<file path="src/rtl/layer0_pkg.sv">
// Shared types and constants for the layer-0 input quantizer.
package layer0_pkg;

    // Collector states: gathering beats, or holding a finished frame for the output.
    typedef enum logic {
        COLLECT = 1'b0,
        FULL    = 1'b1
    } state_t;

    // Width of the optional clipped-beat counter.
    localparam int unsigned CLIP_CNT_W = 16;

    // Largest code representable in q_bits bits.
    function automatic int unsigned maxc(input int unsigned q_bits);
        return (32'd1 << q_bits) - 32'd1;
    endfunction

endpackage

</file>
<file path="src/rtl/layer0_quant_cell.sv">
// Combinational quantizer: subtract a bias, shift right, clip to [0, MAXC].
module layer0_quant_cell
    import layer0_pkg::*;
#(
    parameter int unsigned             IN_W   = 16,
    parameter int unsigned             Q_BITS = 2,
    parameter logic signed [IN_W-1:0]  OFFSET = '0,
    parameter int unsigned             SHIFT  = 8
) (
    input  logic [IN_W-1:0]   s_data,
    output logic [Q_BITS-1:0] code,
    output logic              clipped
);

    localparam logic [IN_W:0]     MaxcExt  = (IN_W + 1)'(maxc(Q_BITS));
    localparam logic [Q_BITS-1:0] MaxcCode = Q_BITS'(maxc(Q_BITS));

    // One extra bit so the subtraction can never wrap.
    logic [IN_W:0] d;
    logic [IN_W:0] q;

    assign d = {s_data[IN_W-1], s_data} - {OFFSET[IN_W-1], OFFSET};

    // Negative differences clip to zero, oversized quotients clip to MAXC.
    always_comb begin
        q       = '0;
        code    = '0;
        clipped = 1'b0;
        if (d[IN_W]) begin
            clipped = 1'b1;
        end else begin
            q = d >> SHIFT;
            if (q > MaxcExt) begin
                code    = MaxcCode;
                clipped = 1'b1;
            end else begin
                code = q[Q_BITS-1:0];
            end
        end
    end

endmodule

</file>
<file path="src/rtl/layer0_input_quantizer.sv">
// Streaming input quantizer and double-buffered frame packer for layer 0.
// Optional feature: define LAYER0_CLIP_CNT_EN to add the clip_cnt counter port.
module layer0_input_quantizer
    import layer0_pkg::*;
#(
    parameter int unsigned             N_FEAT = 8,
    parameter int unsigned             IN_W   = 16,
    parameter int unsigned             Q_BITS = 2,
    parameter logic signed [IN_W-1:0]  OFFSET = '0,
    parameter int unsigned             SHIFT  = 8
) (
    input  logic                       clk,
    input  logic                       rst,
    input  logic                       s_valid,
    output logic                       s_ready,
    input  logic [IN_W-1:0]            s_data,
    input  logic                       s_last,
    output logic                       m_valid,
    input  logic                       m_ready,
    output logic [N_FEAT*Q_BITS-1:0]   m_data,
    output logic                       m_err
`ifdef LAYER0_CLIP_CNT_EN
    ,
    output logic [CLIP_CNT_W-1:0]      clip_cnt
`endif
);

    localparam int unsigned        W       = N_FEAT * Q_BITS;
    localparam int unsigned        IDX_W   = (N_FEAT > 1) ? $clog2(N_FEAT) : 1;
    localparam logic [IDX_W-1:0]   LastIdx = IDX_W'(N_FEAT - 1);

    state_t             state;
    logic [IDX_W-1:0]   idx;
    logic [W-1:0]       acc;
    logic               acc_err;

    logic [Q_BITS-1:0]  code;
    logic               clipped;
    logic               accept;
    logic               last_slot;
    logic               close;
    logic               err;
    logic               out_free;
    logic [W-1:0]       acc_ins;

    layer0_quant_cell #(
        .IN_W   (IN_W),
        .Q_BITS (Q_BITS),
        .OFFSET (OFFSET),
        .SHIFT  (SHIFT)
    ) u_quant (
        .s_data  (s_data),
        .code    (code),
        .clipped (clipped)
    );

    assign s_ready   = (state == COLLECT);
    assign accept    = s_valid && s_ready;
    assign last_slot = (idx == LastIdx);
    assign close     = accept && (s_last || last_slot);
    // Flags both an early s_last and a missing one on the closing beat.
    assign err       = (s_last != last_slot);
    assign out_free  = !m_valid || m_ready;

    // Accumulator with the current beat's code dropped into its slot.
    always_comb begin
        acc_ins = acc;
        acc_ins[idx*Q_BITS +: Q_BITS] = code;
    end

    // Collector FSM with registered output stage.
    always_ff @(posedge clk or posedge rst) begin
        if (rst) begin
            state   <= COLLECT;
            idx     <= '0;
            acc     <= '0;
            acc_err <= 1'b0;
            m_valid <= 1'b0;
            m_data  <= '0;
            m_err   <= 1'b0;
        end else begin
            // Consumer drains the output unless a new frame loads below.
            if (m_valid && m_ready) begin
                m_valid <= 1'b0;
            end
            unique case (state)
                COLLECT: begin
                    if (accept) begin
                        if (close) begin
                            idx <= '0;
                            if (out_free) begin
                                m_data  <= acc_ins;
                                m_err   <= err;
                                m_valid <= 1'b1;
                                acc     <= '0;
                                acc_err <= 1'b0;
                            end else begin
                                // Park the finished frame until the output frees up.
                                acc     <= acc_ins;
                                acc_err <= err;
                                state   <= FULL;
                            end
                        end else begin
                            acc <= acc_ins;
                            idx <= idx + 1'b1;
                        end
                    end
                end
                FULL: begin
                    if (m_ready) begin
                        m_data  <= acc;
                        m_err   <= acc_err;
                        m_valid <= 1'b1;
                        acc     <= '0;
                        acc_err <= 1'b0;
                        state   <= COLLECT;
                    end
                end
                default: begin
                    state <= COLLECT;
                end
            endcase
        end
    end

`ifdef LAYER0_CLIP_CNT_EN
    // Saturating count of accepted beats that were clipped.
    always_ff @(posedge clk or posedge rst) begin
        if (rst) begin
            clip_cnt <= '0;
        end else if (accept && clipped && (clip_cnt != '1)) begin
            clip_cnt <= clip_cnt + 1'b1;
        end
    end
`else
    logic unused_clipped;
    assign unused_clipped = clipped;
`endif

endmodule

</file>
<file path="config.mk">
export PLATFORM = sky130hd
export DESIGN_NAME = layer0_input_quantizer
export DESIGN_NICKNAME = d
export VERILOG_FILES = /design/src/rtl/layer0_pkg.sv /design/src/rtl/layer0_quant_cell.sv /design/src/rtl/layer0_input_quantizer.sv
export SDC_FILE = /design/constraint.sdc
export NUM_CORES = 1
export LEC_CHECK = 0
export ABC_AREA = 1
export CORE_MARGIN = 2
export CORE_UTILIZATION = 44
export CTS_BUF_LIST = sky130_fd_sc_hd__clkbuf_4 sky130_fd_sc_hd__clkbuf_8 sky130_fd_sc_hd__clkbuf_16
export CTS_CLUSTER_SIZE = 30
export DETAILED_ROUTE_END_ITERATION = 8
export DONT_BUFFER_PORTS = 1
export GPL_TIMING_DRIVEN = 0
export PLACE_DENSITY_LB_ADDON = 0.1
export SETUP_SLACK_MARGIN = 0.3
export SYNTH_ARGS = -nofsm -noshare
export SYNTH_HDL_FRONTEND = slang
export SYNTH_HIERARCHICAL = 1
export SYNTH_SLANG_ARGS = --single-unit
export TNS_END_PERCENT = 5
</file>
<file path="constraint.sdc">
create_clock -name clk -period 4.2 [get_ports clk]
set_input_delay 0.84 -clock clk [delete_from_list [all_inputs] [get_ports clk]]
set_output_delay 0.84 -clock clk [all_outputs]
set_load 0.05 [all_outputs]
</file>
# Yosys cells after proc, flatten, opt, wreduce, memory -nomap -nowiden
# Cells that the tools add are included.
# word_totals
regBits,39
inputBits,21
output_inout_bits,19
elab_cells,64
# op_classes
addsub,2
n_lt_le_gt_ge,1
n_eq_ne,6
shift,2
muxes,35
n_bitwise,1
n_reduce_logical,10
# ops
operator,n
16-bit 2-to-1 mux,8
16-bit one-hot mux with 2 select lines,2
4-bit negation with 34-bit output,1
"2-bit by 34-bit variable shift with 16-bit output, first input constant",1
2-bit by 34-bit variable part select with 16-bit output,1
1-bit 2-to-1 mux,17
16-bit bitwise mux,1
"9-bit by 2-bit > comparator with 1-bit output, second input constant",1
1-bit one-hot mux with 2 select lines,4
"2-bit by 1-bit != test with 1-bit output, second input constant",3
2-bit 2-to-1 mux,2
2-bit AND reduction,2
4-bit AND reduction,1
"3-bit by 1-bit adder with 3-bit output, second input constant",1
"3-bit equality test, second input constant",1
1-bit logical AND,3
3-bit 2-to-1 mux,1
3-bit AND reduction,1
1-bit logical OR,2
"2-bit != test, second input constant",1
1-bit logical NOT,1
1-bit != test,1
1-bit inverter,1

# Longest topological paths before layout
# Gate-level depths: netlist (run 1).
# depth
word_depth,9
ltp_mapped,12
ltp_nobuf,11

# By module
# Netlist (run 1), hierarchy kept.
# by_module_without_submodules
mod,instances,cells_per_inst,area_per_inst_um2,seq_area_each_um2
layer0_input_quantizer,1,255,2192.1,975.9
layer0_quant_cell,1,8,36.3,0.0

# Least setup slack after synthesis (run 1)
# Ideal clock, no wire load.
# synth_path
path_kind,input-to-reg
startpoint,in s_last
endpoint,reg m_data[6]
setup_ps,128
arrival_time_ps,1728
required_time_ps,4072
slack_ps,2344
stages,9
n_path_buf,1
path_cell_list,inv_1 -> ha_1 -> inv_1 -> nand2_4 -> nand2_4 -> nand2_4 -> buf_6 -> a21oi_2 -> a21oi_2
# synth_via
elab_chain_len,4
# synth_lines
item,line_no,source
start: declaration,layer0_input_quantizer.sv:17,"input logic s_last,"
1-bit logical OR,layer0_input_quantizer.sv:60,assign close = accept && (s_last || last_slot);
1-bit logical AND,layer0_input_quantizer.sv:60,
2-bit by 1-bit != test with 1-bit output (no source line),--,
4-bit AND reduction (no source line),--,
end signal: assignment,layer0_input_quantizer.sv:92,m_data <= acc_ins;
end: declaration,layer0_input_quantizer.sv:20,"output logic [N_FEAT*Q_BITS-1:0] m_data,"
# Every way passes these cells.
# A chain may end at the register's enable or synchronous reset.

# Worst setup path after layout (run 1)
# layout_path
startpoint,reg state
endpoint,out s_ready
# layout_via
elab_chain_len,1
# layout_lines
item,line_no,source
start: declaration,layer0_input_quantizer.sv:32,state_t state;
start signal: assignment,layer0_input_quantizer.sv:74,state <= COLLECT;
start signal: assignment,layer0_input_quantizer.sv:101,state <= FULL;
start signal: assignment,layer0_input_quantizer.sv:116,state <= COLLECT;
1-bit inverter (no source line),--,
end: declaration,layer0_input_quantizer.sv:15,"output logic s_ready,"
# Every way passes these cells.

==> results of run 1 <==
## layout make-up
type | count | area [um2]
tap | 67 | 83.8
clock buffer | 5 | 68.8
sequential | 39 | 976
inverter | 36 | 140
fill | 499 | 2420
buffer | 8 | 72.6
multi-input combinational | 180 | 1040
clock inverter | 3 | 20.0
## worst max path at each step
| stage | slack (ps) | start | depth (start not counted) | end |
|---|---|---|---|---|
| 5_1_grt | 1890 | state$_DFF_PP0_ | 3 | s_ready |
| 2_1_floorplan | 2340 | s_last | 9 | m_data[6]$_DFFE_PP0P_ |
| 3_3_place_gp | 1980 | rst | 1 | idx[0]$_DFFE_PP0P_ |
| 6_report | 1940 | state$_DFF_PP0_ | 3 | s_ready |
| 4_1_cts | 1930 | state$_DFF_PP0_ | 3 | s_ready |
| 3_5_place_dp | 2150 | idx[0]$_DFFE_PP0P_ | 9 | m_data[14]$_DFFE_PP0P_ |
## registers in the layout (all words and copies together) (netlist names)
name	flops
m_valid	1
acc	16
acc_err	1
idx	3
state	1
m_data	16
m_err	1
## power groups by stage
stage / combinational (mW) / sequential (mW) / clock [mW]
floorplan: 0.446 / 0.887 / 0
global placement: 0.526 / 0.908 / 0
detailed placement: 0.535 / 0.914 / 0
CTS: 0.538 / 0.906 / 0.265
global route: 0.608 / 0.928 / 0.282
finish: 0.532 / 0.903 / 0.257
## logic make-up (layout without fill, tap and decap cells)
family / count (synthesis) / after routing / synth area share (%)
AND/OR/NAND/NOR: 110 / 110 / 23.9
adder cells (fa/ha/maj): 6 / 6 / 3.37
AO/OA/AOI/OAI: 64 / 64 / 19.4
buffers and inverters: 44 / 52 / 9.55
flip-flops: 39 / 39 / 43.8
## per-stage QoR
stage,hold WS (ps),power (mW)
2_1_floorplan,480,1.33
3_3_place_gp,499,1.43
3_5_place_dp,510,1.45
4_1_cts,529,1.71
5_1_grt,572,1.82
6_report,525,1.69
## metal layers
layer	routed length [um]	track usage (%)
met3	247	4.82
met1	2250	27.0
met2	2310	30.5
met4	29	5.65
met5	0	0
## worst max-delay path, stage by stage, from the launching register on
cell	delay [ps]
dfrtp_1	380
buf_6	150
inv_1	150
buf_2	430
## cells in the final DEF, fill, tap and decap left out, types with 2 or more instances in the layout
master | netlist | layout
nand3_1 | 21 | 21
buf_6 | 3 | 3
o22ai_1 | 7 | 7
clkinvlp_4 | 0 | 2
nand2_4 | 3 | 3
nand2_1 | 43 | 43
nor2_1 | 24 | 24
a21oi_1 | 19 | 19
dfrtp_1 | 39 | 39
a21oi_2 | 16 | 16
o21ai_1 | 11 | 11
nor2_2 | 12 | 12
o211ai_1 | 2 | 2
nand4_1 | 3 | 3
clkbuf_8 | 0 | 5
ha_1 | 6 | 6
inv_1 | 32 | 31
inv_2 | 3 | 4
o21ai_4 | 2 | 2
buf_2 | 3 | 3
o22ai_2 | 2 | 2
o21ai_0 | 4 | 4
==> flow_summary.toml, run 1 <==
[run_status]
outcome = "finished clean"

[timing]
final_hold_viol_count = 0
tightest_slew_ps = 820
worst_slack_ps = 1940
slew_headroom_pct = 45.3
fin_crit_sh_pct = 53.7
tns_ps = 0
setup_viol = 0
finClkSkew_ps = 8.59
drv_slew = 0
grt_setup_unrepaired = "false"
max_freq_mhz = 443
fin_crit_ps = 2260

[global_routing]
grt_pass1_vias = 1672
grt_max_degree = 40
grt_pass1_wl_um = 8140
grt-ovfl-total = 0
antenna_found_initial = 0
grt_usage_pct = 19.5

[power_and_ir_drop]
peakVddDrop_uv = 250
seqPwrFrac_pct = 53.4
leakage_nw = 1.10
p_sw_mw = 0.855
power_density_nw_per_um2 = 705
sw_frac_of_total_pct = 50.5
clkPwrFrac_pct = 15.2
combPwrFrac_pct = 31.5
internal_power_mw = 0.837

[cts]
postCtsSetupBuffers = 0
path_clk_slew_ps = 90
ctsResizeCount = 0
hold_buffers = 0
clock_path_buffers = 2
ctsRootBufferMaster = "clkbuf_8"
clk_latency_ps = 300
cts_tree = "yes"
cts.sinks = 39
htree_levels = 2
numCtsBuffers = 5

[hold_path]
min_to = "acc[12]$_DFFE_PP0P_"
whs_path_depth = 2
hold_path_class = "flop to flop"
hp-start = "acc[12]$_DFFE_PP0P_"

[worst_setup_path]
critPathKind = "flop to primary output"
cp-start-kind = "flop"
worstPathRequired_ps = 3360
worst_r2r_path_depth = 9
regToRegSetupSlack_ps = 2130
critPathArrivalTime_ps = 1420
setup.worst_path.end_class = "primary output"
reg2reg_from = "idx[0]$_DFFE_PP0P_"
reg2reg_to = "m_data[15]$_DFFE_PP0P_"
cp_max_fo = 10

[layout]
fin_area_um2 = 2400
final_cells = 338
area_delta_synth_final_pct = 7.75
post-route-util_pct = 49.8
antenna_cells = 0
layout.nets = 297
drive_above_1_share_pct = 21.8

[floorplanning]
die_h_um = 75.2
dieArea_um2 = 5650
start_util_pct = 46.3
rows = 25
die_w_um = 75.2
io_pins = 40
core_um2 = 4820

[placed_design]
port_buffers = 0
postPlaceCellArea_um2 = 2310
pre_cts_slack_ps = 2150
dp_cells = 330
gp_congestion = 0.869
place_hpwl_um = 3510

[synthesis]
yosys_warnings = 6
synth_cell_types = 28
syn-instance-count = 263
ys_seq_area_share_pct = 43.8
synth_top_area_share_pct = 43.8
synth-seq-cells = 39
synth_fp_nets = 290
synth_edf_count = 0
synth_ff_type = "dfrtp_1"
syn_avg_cell_area_um2 = 8.47
yosysMostFrequentCell = "nand2_1"
synth_area_leaders = "dfrtp_1 (44%), nand2_1 (7.2%), a21oi_2 (6.3%)"
synth_top_area_cell = "dfrtp_1"
synth_common_cells = "nand2_1 (43), dfrtp_1 (39), inv_1 (32)"
synthArstFlopShare_pct = 100
syn_area_um2 = 2230

[route]
wire_per_inst_um = 14.3
routed_wl_um = 4830
vias_per_cell = 5.17
drt_iter0_drc = 111
drt-pass1-iter-count = 4
vias = 1746
drc_errors = 0
postRouteAntennaNets = 0

[flow_run]
drv_cap = 0
No activity file was read; power rests on OpenSTA's default activity.
==> run 2: changes to the inputs <==
clock period = 2.28 ns   (was 4.2 ns; I/O delays follow)
==> flow_summary.toml, run 2 (synthesized netlist as in run 1, its figures left out) <==
[floorplanning]
io_pins = 40
die_w_um = 75.2
die_h_um = 75.2
core_um2 = 4820
rows = 25
dieArea_um2 = 5650
start_util_pct = 46.3

[cts]
cts_tree = "yes"
path_clk_slew_ps = 90
htree_levels = 2
clk_latency_ps = 300
cts.sinks = 39
numCtsBuffers = 5
ctsRootBufferMaster = "clkbuf_8"
clock_path_buffers = 2

[timing]
fin_crit_sh_pct = 82.9
max_freq_mhz = 529
tightest_slew_ps = 823
hold_ws_ps = 174
fin_crit_ps = 1890
slew_headroom_pct = 45.0
final_hold_viol_count = 0
drv_slew = 0
tns_ps = 0
grt_setup_unrepaired = "true"
setup_viol = 0
finClkSkew_ps = 10.1

[layout]
area_delta_synth_final_pct = 12.3
drive_above_1_share_pct = 26.7
antenna_cells = 0
layout.nets = 303
post-route-util_pct = 51.9
final_common_cell = "nand2_1"
multi_input_area_um2 = 1080
fillCellCount = 505
reg_top3 = "acc: 16 flops, m_data: 16 flops, idx: 3 flops"
final_cells = 344
register_area_um2 = 977
final_cell_mix = "nand2_1 (42), dfrtp_1 (38), inv_1 (31), nor2_1 (24), nand3_1 (21)"

[worst_setup_path]
cp-start-kind = "flop"
critPathArrivalTime_ps = 1430
critPathKind = "flop to primary output"
cp_max_fo = 10
worstPathRequired_ps = 1820
setup.worst_path.end_class = "primary output"

[power_and_ir_drop]
peakVddDrop_uv = 469
power_density_nw_per_um2 = 1280
leakage_nw = 1.14

[route]
drc_errors = 0
routed_wl_um = 5020
vias = 1793
vias_per_cell = 5.21
drt_iter0_drc = 103
postRouteAntennaNets = 0
wire_per_inst_um = 14.6
drt-pass1-iter-count = 4

[placed_design]
port_buffers = 0
gp_congestion = 0.869
place_hpwl_um = 3510
dp_cells = 330

[global_routing]
met3_usage_pct = 4.82
grt_util_met2_pct = 30.8
antenna_found_initial = 0
grt_usage_pct = 19.6
grt_pass1_wl_um = 8180
grt-ovfl-total = 0
use_met1_pct = 27.0
grt_max_degree = 40
busiest_layer = "met2"
grt_pass1_vias = 1680

[run_status]
outcome = "finished clean"

[hold_path]
hold_path_class = "input pin to asynchronous set/reset pin"

[flow_run]
drv_cap = 0
==> run 2: critical path, stage by stage (launching register included) <==
cell     delay (ps)
dfrtp_1         380
buf_6           150
inv_1           160
buf_2           440
==> run 2: path summary, 6_finish.rpt <==
| kind | start | endpoint | slack (ps) | cells past startpoint |
|---|---|---|---|---|
| setup / recovery | state$_DFF_PP0_ | s_ready | 390 | 3 |
| hold reg to reg | acc[9]$_DFFE_PP0P_ | acc[9]$_DFFE_PP0P_ | 530 | 2 |
| setup reg to reg | idx[0]$_DFFE_PP0P_ | m_data[15]$_DFFE_PP0P_ | 390 | 9 |
| hold / removal | rst | m_data[10]$_DFFE_PP0P_ | 170 | 1 |
| min in group clk | m_ready | state$_DFF_PP0_ | 240 | 1 |
| max in group asynchronous | rst | idx[0]$_DFFE_PP0P_ | 1510 | 1 |
==> run 2: metrics by stage <==
stage,setup slack [ps],area [um2],total power [mW]
after global placement,271,2310,2.64
after detailed placement,226,2310,2.67
after CTS,302,2410,3.15
final,390,2500,3.21
after floorplan,482,2230,2.46
after global routing,295,2500,3.43
==> run 2: where the power goes <==
part	leakage, nW	switching (mW)	internal (mW)
Sequential	0.489	0.708	0.956
Combinational	0.606	0.643	0.422
Clock	0.0402	0.268	0.213
Total	1.14	1.62	1.59
==> run 2: metal layers <==
metal	share of wire [%]	routed length, um	vias up
met4	1.4	69	0
met5	0	0	-
met1	47	2370	855
li1	-	-	895
met2	48	2390	35
met3	3.7	184	8
==> run 2: final cells by class <==
type / count / share of cell area [%]
sequential: 39 / 39.0
clock buffer: 5 / 2.75
buffer: 8 / 3.35
timing repair buffer: 6 / 1.80
inverter: 36 / 5.60
clock inverter: 3 / 0.800
multi-input combinational: 180 / 43.3
tap: 67 / 3.35
==> run 2: what timing repair did <==
action	4_1_cts	5_1_grt
hold buffers	0	0
resized for setup	2	14
setup endpoints to repair	18	32
buffers inserted	0	6
pin swaps	0	4
